File: config.mk
export PLATFORM = sky130hd
export DESIGN_NAME = misr16
export DESIGN_NICKNAME = d
export VERILOG_FILES = /design/src/rtl/lut_sweep_checker_pkg.sv /design/src/rtl/lut_sweep_checker_misr16.sv
export SDC_FILE = /design/constraint.sdc
export NUM_CORES = 1
export LEC_CHECK = 0
export BUFFER_PORTS_ARGS = -buffer_cell sky130_fd_sc_hd__buf_2
export CAP_MARGIN = 20
export CORE_MARGIN = 2
export CORE_UTILIZATION = 39
export DETAILED_ROUTE_END_ITERATION = 6
export PLACE_DENSITY = 0.72
export RECOVER_POWER = 50
export SLEW_MARGIN = 20
export SYNTH_ARGS = -nofsm -noshare
export SYNTH_HDL_FRONTEND = slang
export SYNTH_SLANG_ARGS = --single-unit
File: constraint.sdc
create_clock -name clk -period 1 [get_ports clk]
set_clock_uncertainty 0.05 [all_clocks]
set_input_delay 0 -clock clk [delete_from_list [all_inputs] [get_ports clk]]
set_output_delay 0 -clock clk [all_outputs]
set_load 0.005 [all_outputs]
File: src/rtl/lut_sweep_checker_pkg.sv
// Shared definitions for the LUT fabric sweep checker: FSM encoding, MISR
// constants and the default fabric widths shared with the generated fabric.
package lut_sweep_checker_pkg;

   localparam int DEF_NUM_IN  = 4;
   localparam int DEF_NUM_OUT = 16;

   localparam logic [1:0] ST_IDLE   = 2'd0;
   localparam logic [1:0] ST_DRIVE  = 2'd1;
   localparam logic [1:0] ST_SAMPLE = 2'd2;
   localparam logic [1:0] ST_DONE   = 2'd3;

   localparam logic [15:0] MISR_POLY = 16'h1021;
   localparam logic [15:0] MISR_SEED = 16'hFFFF;

   // One MISR step: shift, fold the feedback polynomial, then mix in the data word.
   function automatic logic [15:0] misr_next(input logic [15:0] sig, input logic [15:0] data);
      return {sig[14:0], 1'b0} ^ (sig[15] ? MISR_POLY : 16'h0000) ^ data;
   endfunction

endpackage

File: src/rtl/lut_sweep_checker_misr16.sv
// 16-bit multiple-input signature register; reusable by other fabric checkers.
module misr16
   import lut_sweep_checker_pkg::*;
(
   input  logic        clk,
   input  logic        rst,
   input  logic        init,
   input  logic        en,
   input  logic [15:0] data,
   output logic [15:0] sig
);

   logic [15:0] sig_r;

   // Signature register: seed on reset or init, compact one word per enable.
   always_ff @(posedge clk) begin
      if (rst) begin
         sig_r <= MISR_SEED;
      end else if (init) begin
         sig_r <= MISR_SEED;
      end else if (en) begin
         sig_r <= misr_next(sig_r, data);
      end else begin
         sig_r <= sig_r;
      end
   end

   assign sig = sig_r;

endmodule

==> run metrics, run 1 <==
Synth cell types=11; max incr delay on CP=0.38 ns; number of max-cap violations=0; Worst-path clk slew=0.08 ns; CTS H-tree lvls=1; max FFs per register=16; critical path class=flop to flop; reg2reg end=sig[12]$_SDFFE_PP1P_; first-pass GRT wire length=2628 µm; Syn. warnings=0; share of layout cells above drive strength 1=0.3689; CTS root buffer=clkbuf_4; minimum clock period=0.9945 ns; Final Wtd Congestion=0.7058; WHS Endpoint=sig[12]$_SDFFE_PP1P_; Avg Cell Area, Syn=10.66 µm²; Critical R2R Launch=sig[11]$_SDFFE_PP1P_; initial antenna violation count=0; Slew HR=0.6716; CP max FO=2; setup_tns=0 ns; nature of the critical path startpoint=flop; HPWL after DPL=1128 µm; Final setup viols=0; die width=47.43 µm; pin count of the biggest net entering global routing=17; reg2reg path depth=2; synthesized cell area=735.7 µm²; dpl ws=0.02101 ns; nets@finish=144; post-route cell area=0.001126 mm²; input/output buffers=35; post-route ant nets=0; DR vias=681; worst path cell trace=xnor3_1 -> o211ai_1; number of diodes=0; Core ar.=0.001745 mm²; Tightest Hold Check Type=input pin to flop; number of global-route vias before repair=651; Mapped Nets=89; final WL=1663 µm; slowest CP cell=xnor3_1; mean routed wirelength per cell=11.31 µm; GRT Total Usage=0.1686; vias per cell=4.633; family with the most delay on the worst path=XOR/XNOR gates; Layout area overhead=53.06%; number of synthesized register bits=16; dpl cells=130; Post-Syn Instances=69; clk sinks=16; Slew Limit Fails=0; Starting DRT DRC Count=3; CTS tree=built; worst min-delay path startpoint=data[12]; die height=47.43 µm; flop-to-flop setup slack=0.006 ns; Die ar.=0.002250 mm²; fin cells=147; run status=completed; final hold vios=0; post-synthesis sequential area ratio=0.4354; Worst EP required=1.16 ns; TritonCTS buffer count=3; Final Power=0.001295 W; FMAX=1006 MHz; RSZ-0062 raised after global routing=yes; global route overflow=0; CP bufs+invs=0; drt pass-1 iters=4; Final WS setup=0.005503 ns; worst-skew pair later-pin latency=0.28 ns; Hold Path Stages=3; Slew @ Worst Pin=0.4920 ns; PwrDens=1150 mW/mm²; Peak supply drop=1.105 mV; placed inst area=959.7 µm²; Starting Density=0.4215; row count=15; Max Root-Sink Buffers=2; I/O pin count=36; CP endpoint kind=flop; Arr. time, crit path=1.15 ns; DRC Markers=0; Leak=0.4882 nW; final critical-path share of the clock period=0.9945
==> cell usage in the layout (no fill, tap or decap), drive strengths merged, types with 2 or more instances in the layout <==
master | Yosys | routed
xnor3 | 2 | 2
o211ai | 16 | 16
nand2b | 15 | 15
xnor2 | 14 | 14
clkbuf | 1 | 3
dlygate4sd3 | 0 | 14
dfxtp | 16 | 16
buf | 2 | 39
==> layer usage <==
metal,track usage,part of all wire
met1,0.1761,0.42
met2,0.3135,0.51
met3,0.05660,0.054
met4,0.05556,0.013
met5,0,0
==> final cells by class <==
| class | instances | area (µm²) |
|---|---|---|
| multi-input combinational | 49 | 397.9 |
| tap | 25 | 31.28 |
| fill | 152 | 619.3 |
| sequential | 16 | 325.3 |
| inverter | 1 | 3.754 |
| clock buffer | 3 | 22.52 |
| timing repair buffer | 53 | 345.3 |
==> synth_stat cells <==
| cell | number | area, µm² |
|---|---|---|
| buf_2 | 2 | 10.01 |
| clkbuf_1 | 1 | 3.750 |
| dfxtp_1 | 16 | 320.3 |
| inv_1 | 1 | 3.750 |
| nand2b_1 | 15 | 93.84 |
| nor2_1 | 1 | 3.750 |
| o211ai_1 | 15 | 112.6 |
| o211ai_2 | 1 | 12.51 |
| or2b_1 | 1 | 7.510 |
| xnor2_1 | 14 | 122.6 |
| xnor3_1 | 2 | 45.04 |
==> cell families after synthesis <==
| kind of cell | count (synthesis) | synth area share |
|---|---|---|
| xor gates and xnor gates | 16 | 0.2279 |
| DFF | 16 | 0.4354 |
| and+or+nand+nor | 17 | 0.1429 |
| buffers and inverters | 4 | 0.02380 |
| AOI/OAI and AO/OA | 16 | 0.1701 |
==> through the flow <==
stage	hold WS (ns)	utilization
floorplan	0.1301	-
global route	0.02554	0.6452
detailed placement	0.2655	0.5498
CTS	0.003870	0.6437
global placement	0.2571	0.5498
finish	0.008872	0.6452
==> power by group <==
part	switching, W	leakage [nW]	internal [W]
Clock	0.000187	0.0138	0.000140
Combinational	0.000102	0.343	0.000172
Sequential	0.0000276	0.131	0.000666
Total	0.000316	0.488	0.000979
==> worst min-delay path, delay by kind of cell <==
family | cells | cell delay [ns]
XOR/XNOR | 1 | 0.13
AO/OA/AOI/OAI | 1 | 0.08
buffers and inverters | 1 | 0.08
==> how the worst max path moves through the flow <==
stage | cells after the start | from | slack [ns] | to
2_1_floorplan | 2 | sig[11]$_SDFFE_PP1P_ | 0.01 | sig[12]$_SDFFE_PP1P_
5_1_grt | 2 | sig[11]$_SDFFE_PP1P_ | -0.04 | sig[12]$_SDFFE_PP1P_
3_5_place_dp | 2 | sig[11]$_SDFFE_PP1P_ | 0.02 | sig[12]$_SDFFE_PP1P_
4_1_cts | 2 | sig[15]$_SDFFE_PP1P_ | 0.000008 | sig[12]$_SDFFE_PP1P_
6_report | 2 | sig[11]$_SDFFE_PP1P_ | 0.006 | sig[12]$_SDFFE_PP1P_
3_3_place_gp | 2 | sig[11]$_SDFFE_PP1P_ | 0.05 | sig[12]$_SDFFE_PP1P_
==> timing repair <==
| action | 4_1_cts | 5_1_grt |
|---|---|---|
| gates resized for setup | 1 | 1 |
| setup endpoints to repair | 1 | 1 |
| endpoints found under the hold margin | 14 | 0 |
| cloned | 0 | 0 |
| hold buffers | 14 | 0 |
| buffers inserted | 0 | 0 |
| pin swaps | 0 | 0 |
(Power assumes the default switching activity.)
==> inputs of run 2 (changes only) <==
--- a/config.mk
+++ b/config.mk
@@ -8,9 +8,10 @@
 export BUFFER_PORTS_ARGS = -buffer_cell sky130_fd_sc_hd__buf_2
 export CAP_MARGIN = 20
 export CORE_MARGIN = 2
-export CORE_UTILIZATION = 39
+export CORE_UTILIZATION = 40
 export DETAILED_ROUTE_END_ITERATION = 6
-export PLACE_DENSITY = 0.72
+export GPL_ROUTABILITY_DRIVEN = 0
+export PLACE_DENSITY = 0.71
 export RECOVER_POWER = 50
 export SLEW_MARGIN = 20
 export SYNTH_ARGS = -nofsm -noshare
==> constraint.sdc (replaced) <==
create_clock -name clk -period 1.22 [get_ports clk]
set_clock_uncertainty 0.05 [all_clocks]
set_input_delay 0 -clock clk [delete_from_list [all_inputs] [get_ports clk]]
set_output_delay 0 -clock clk [all_outputs]
set_load 0.005 [all_outputs]
==> run metrics, run 2 (same netlist as run 1, synthesis figures left out) <==
most frequent cells in the layout=31 x buf_2, 15 x nand2b_1, 15 x o211ai_1, 15 x dlygate4sd3_1, 15 x dfxtp_1; worst min-delay path startpoint=data[5]; minimum clock period=1.059 ns (+0.06488 ns); dpl ws=0.09668 ns (+0.07567 ns); CP endpoint kind=flop; drt pass-1 iters=4 (unchanged); Arr. time, crit path=1.22 ns (+0.07 ns); number of diodes=0 (unchanged); commonest non-fill, non-tap cell in the layout=buf_2; final WL=1638 µm (-1.5%); critical path class=flop to flop; Leak=0.4824 nW (-1.2%); die width=46.89 µm (-1.1%); global route overflow=0 (unchanged); CP max FO=5 (+3); slowest CP cell=xnor3_1; DR vias=668 (-1.9%); Peak supply drop=0.5828 mV (-47%); initial antenna violation count=0 (unchanged); Critical R2R Launch=sig[15]$_SDFFE_PP1P_; Worst-path clk slew=0.10 ns (+0.02 ns); max FFs per register=16 (unchanged); Worst EP required=1.38 ns (+0.22 ns); Slew HR=0.6717 (about the same); FMAX=944.0 MHz (-6.1%); final hold vios=0 (unchanged); Layout area overhead=53.06% (unchanged); number of global-route vias before repair=600 (-7.8%); number of max-cap violations=0 (unchanged); post-route ant nets=0 (unchanged); share of layout cells above drive strength 1=0.3197 (-0.04918); CTS tree=built; nature of the critical path startpoint=flop; worst-skew pair later-pin latency=0.28 ns (about the same); Starting DRT DRC Count=5 (+2); clk sinks=16 (unchanged); worst hold slack=0.01126 ns (+0.002386 ns); run status=completed; input/output buffers=35 (unchanged); Starting Density=0.4261 (+0.004582); nets@finish=143 (-0.69%); Final Power=0.001141 W (-12%); first-pass GRT wire length=2594 µm (-1.3%); worst path cell trace=xnor3_1 -> o211ai_2; Final WS setup=0.1606 ns (+0.1551 ns); final critical-path share of the clock period=0.8683 (-0.1262); Final setup viols=0 (unchanged); Max Root-Sink Buffers=2 (unchanged); TritonCTS buffer count=3 (unchanged); setup_tns=0 ns (unchanged); max incr delay on CP=0.41 ns (+0.03 ns); CP startpoint=sig[15]$_SDFFE_PP1P_; die height=46.89 µm (-1.1%); postcts setup bufs=0 (unchanged); CTS H-tree lvls=1 (unchanged); Core ar.=0.001727 mm² (-1.1%); HPWL after DPL=1051 µm (-6.8%); GRT Total Usage=0.1725 (+0.003850); DRC Markers=0 (unchanged); row count=15 (unchanged); Die ar.=0.002198 mm² (-2.3%); vias per cell=4.544 (-1.9%); PwrDens=1013 mW/mm² (-12%); pin count of the biggest net entering global routing=17 (unchanged); mean routed wirelength per cell=11.14 µm (-1.5%); Tightest Hold Check Type=input pin to flop; RSZ-0062 raised after global routing=no; CTS root buffer=clkbuf_4; Slew Limit Fails=0 (unchanged); I/O pin count=36 (unchanged); Slew @ Worst Pin=0.4919 ns (-0.0001094 ns)
## run 2: path summary, 6_finish.rpt
kind	to	slack (ns)	cells after the start
worst max-delay path	sig[5]$_SDFFE_PP1P_	0.16	2
worst min register to register	sig[11]$_SDFFE_PP1P_	0.48	2
worst max register to register	sig[5]$_SDFFE_PP1P_	0.16	2
worst min-delay path	sig[5]$_SDFFE_PP1P_	0.01	3
## run 2: critical path, delay by kind of cell, from the launching register on
kind            cells  cell delay [ns]
compound gates      1             0.14
xor+xnor            1             0.41
flops               1             0.39
## run 2: area by class of cell
| type | count | area (µm²) |
|---|---|---|
| Timing Repair Buffer | 52 | 335.3 |
| Multi-Input combinational cell | 49 | 397.9 |
| Fill cell | 164 | 600.6 |
| Sequential cell | 16 | 321.6 |
| Clock buffer | 4 | 36.28 |
| Inverter | 1 | 3.754 |
| Tap cell | 25 | 31.28 |
## run 2: through the flow
stage                     cell area [µm²]  instances    util
final                                1126        147  0.6522
after global routing                 1126        147  0.6522
after CTS                            1130        147  0.6543
after detailed placement            943.4        128  0.5464
after global placement              943.4        128  0.5464
after floorplan                     735.7         69       -
## run 2: per-layer routing
metal / up-vias / global-route usage / part of all wire
met5: - / 0 / 0
met1: 297 / 0.2053 / 0.47
li1: 344 / - / -
met4: 0 / 0.08333 / 0.0067
met2: 25 / 0.2904 / 0.43
met3: 2 / 0.04231 / 0.085
## run 2: timing repair
| action | CTS | global route |
|---|---|---|
| resized for setup | 0 | 1 |
| endpoints found under the hold margin | 15 | 0 |
| setup endpoints to repair | 0 | 1 |
| hold buffers | 15 | 0 |
## run 2: report_power, final
group | internal (W) | leakage (nW) | switching, W
registers | 0.000547 | 0.131 | 0.0000231
logic | 0.000137 | 0.330 | 0.0000815
clock network | 0.000181 | 0.0210 | 0.000170
==> inputs of run 3 (changes only) <==
--- a/config.mk
+++ b/config.mk
@@ -7,12 +7,14 @@
 export LEC_CHECK = 0
 export BUFFER_PORTS_ARGS = -buffer_cell sky130_fd_sc_hd__buf_2
 export CAP_MARGIN = 20
+export CORE_ASPECT_RATIO = 0.9
 export CORE_MARGIN = 2
 export CORE_UTILIZATION = 40
 export DETAILED_ROUTE_END_ITERATION = 6
 export GPL_ROUTABILITY_DRIVEN = 0
 export PLACE_DENSITY = 0.71
 export RECOVER_POWER = 50
+export REMOVE_ABC_BUFFERS = 1
 export SLEW_MARGIN = 20
 export SYNTH_ARGS = -nofsm -noshare
 export SYNTH_HDL_FRONTEND = slang
==> run metrics, run 3 (same netlist as run 1, synthesis figures left out) <==
RSZ-0062 raised after global routing=no; worst path cell trace=xnor3_1 -> o211ai_2; Slew @ Worst Pin=0.5154 ns (+0.02346 ns); I/O pin count=36 (unchanged); Leak=0.4728 nW (-2.0%); Peak supply drop=0.4699 mV (-19%); worst min-delay path startpoint=data[12]; family with the most delay on the worst path=flip-flops; CP bufs+invs=0 (unchanged); FMAX=896.4 MHz (-5.0%); Tightest Hold Check Type=input pin to flop; input/output buffers=35 (unchanged); clk sinks=16 (unchanged); Layout area overhead=48.64%; max FFs per register=16 (unchanged); initial antenna violation count=0 (unchanged); utilization after layout=0.6436 (-0.008580); post-route cell area=0.001094 mm² (-2.9%); CTS H-tree lvls=1 (unchanged); CP endpoint kind=flop; Arr. time, crit path=1.27 ns (+0.05 ns); placed inst area=942.2 µm² (-0.13%); worst-skew pair later-pin latency=0.27 ns (about the same); Slew HR=0.6560 (-0.01566); critical path class=flop to flop; CTS tree=built; post-route ant nets=0 (unchanged); postcts setup bufs=0 (unchanged); number of global-route vias before repair=561 (-6.5%); Die ar.=0.002199 mm² (about the same); Hold Path Stages=3 (unchanged); share of layout cells above drive strength 1=0.3361 (+0.01646); minimum clock period=1.116 ns (+0.05622 ns); die height=44.69 µm (-4.7%); Worst-path clk slew=0.08 ns (-0.02 ns); Max Root-Sink Buffers=2 (unchanged); flop-to-flop setup slack=0.10 ns (-0.06 ns); slowest CP cell=dfxtp_1; Worst EP required=1.37 ns (about the same); setup_tns=0 ns (unchanged); number of max-cap violations=0 (unchanged); PwrDens=952.2 mW/mm² (-6.0%); Resized cells post-CTS=0 (unchanged); mean routed wirelength per cell=11.69 µm (+4.9%); first-pass GRT wire length=2594 µm (unchanged); CTS root buffer=clkbuf_4; Starting Density=0.4330 (+0.006903); most frequent cells in the layout=34 x buf_2, 16 x dfxtp_1, 15 x nand2b_1, 15 x o211ai_1, 14 x xnor2_1; nets@finish=141 (-1.4%); drt pass-1 iters=4 (unchanged); GRT Total Usage=0.1630 (-0.009473); reg2reg path depth=2 (unchanged); max incr delay on CP=0.43 ns (+0.02 ns); commonest non-fill, non-tap cell in the layout=buf_2; number of diodes=0 (unchanged); Starting DRT DRC Count=3 (-2); pin count of the biggest net entering global routing=17 (unchanged); Hold Buf Count CTS=13 (-2); final WL=1671 µm (+2.0%); final hold vios=0 (unchanged); vias per cell=4.497 (-1.0%); Critical R2R Launch=sig[15]$_SDFFE_PP1P_; Slew Limit Fails=0 (unchanged); run status=completed; nature of the critical path startpoint=flop; CP max FO=5 (unchanged); WHS Endpoint=sig[12]$_SDFFE_PP1P_; TritonCTS buffer count=3 (unchanged); DRC Markers=0 (unchanged); HPWL after DPL=1050 µm (-0.13%); reg2reg end=sig[5]$_SDFFE_PP1P_; global route overflow=0 (unchanged); Final setup viols=0 (unchanged); fillers=164 (unchanged); die width=49.21 µm (+4.9%); final critical-path share of the clock period=0.9144 (+0.04608); DR vias=643 (-3.7%); Core ar.=0.001699 mm² (-1.6%); row count=14 (-1)
run 3: worst reg2reg max path, delay by kind of cell, from the launching register on:
family	cells	cell delay (ns)
DFF	1	0.43
xor gates and xnor gates	1	0.43
AOI/OAI and AO/OA	1	0.13
run 3: final cells by class:
class | count | area (µm²) | area share
inverters | 1 | 3.754 | 0.003432
multi-input cells | 49 | 397.9 | 0.3638
well taps | 24 | 30.03 | 0.02746
repair buffers | 50 | 319.1 | 0.2918
flip-flops and latches | 16 | 320.3 | 0.2929
clock buffers | 3 | 22.52 | 0.02059
run 3: metal layers:
metal | vias up | global-route usage | routed length, µm
met2 | 16 | 0.2514 | 799
met5 | - | 0 | 0
met4 | 0 | 0.1371 | 34
met3 | 2 | 0.02365 | 73
met1 | 287 | 0.2046 | 765
li1 | 338 | - | -
run 3: report_power, final:
group	internal [W]	switching (W)
registers	0.000547	0.0000221
clock network	0.000114	0.000141
logic	0.000135	0.0000827
total	0.000796	0.000246
run 3: through the flow:
| step | hold slack (ns) | setup slack, ns | total power [W] | instances |
|---|---|---|---|---|
| after CTS | 0.01491 | 0.08823 | 0.001058 | 143 |
| after global placement | 0.2568 | 0.1567 | 0.0007638 | 127 |
| final | 0.01823 | 0.1044 | 0.001041 | 143 |
| after floorplan | 0.1507 | 0.1520 | 0.0006839 | 66 |
| after global routing | 0.01768 | 0.04726 | 0.001108 | 143 |
| after detailed placement | 0.2646 | 0.1201 | 0.0007666 | 127 |
run 3: how the worst max path moves through the flow:
stage                               from                   to  slack (ns)  depth (start not counted)
finish              sig[15]$_SDFFE_PP1P_  sig[5]$_SDFFE_PP1P_        0.10                          2
global route        sig[15]$_SDFFE_PP1P_  sig[5]$_SDFFE_PP1P_        0.05                          2
CTS                 sig[15]$_SDFFE_PP1P_  sig[5]$_SDFFE_PP1P_        0.09                          2
detailed placement  sig[15]$_SDFFE_PP1P_  sig[5]$_SDFFE_PP1P_        0.12                          2
global placement    sig[15]$_SDFFE_PP1P_  sig[5]$_SDFFE_PP1P_        0.16                          2
floorplan           sig[15]$_SDFFE_PP1P_  sig[5]$_SDFFE_PP1P_        0.15                          2
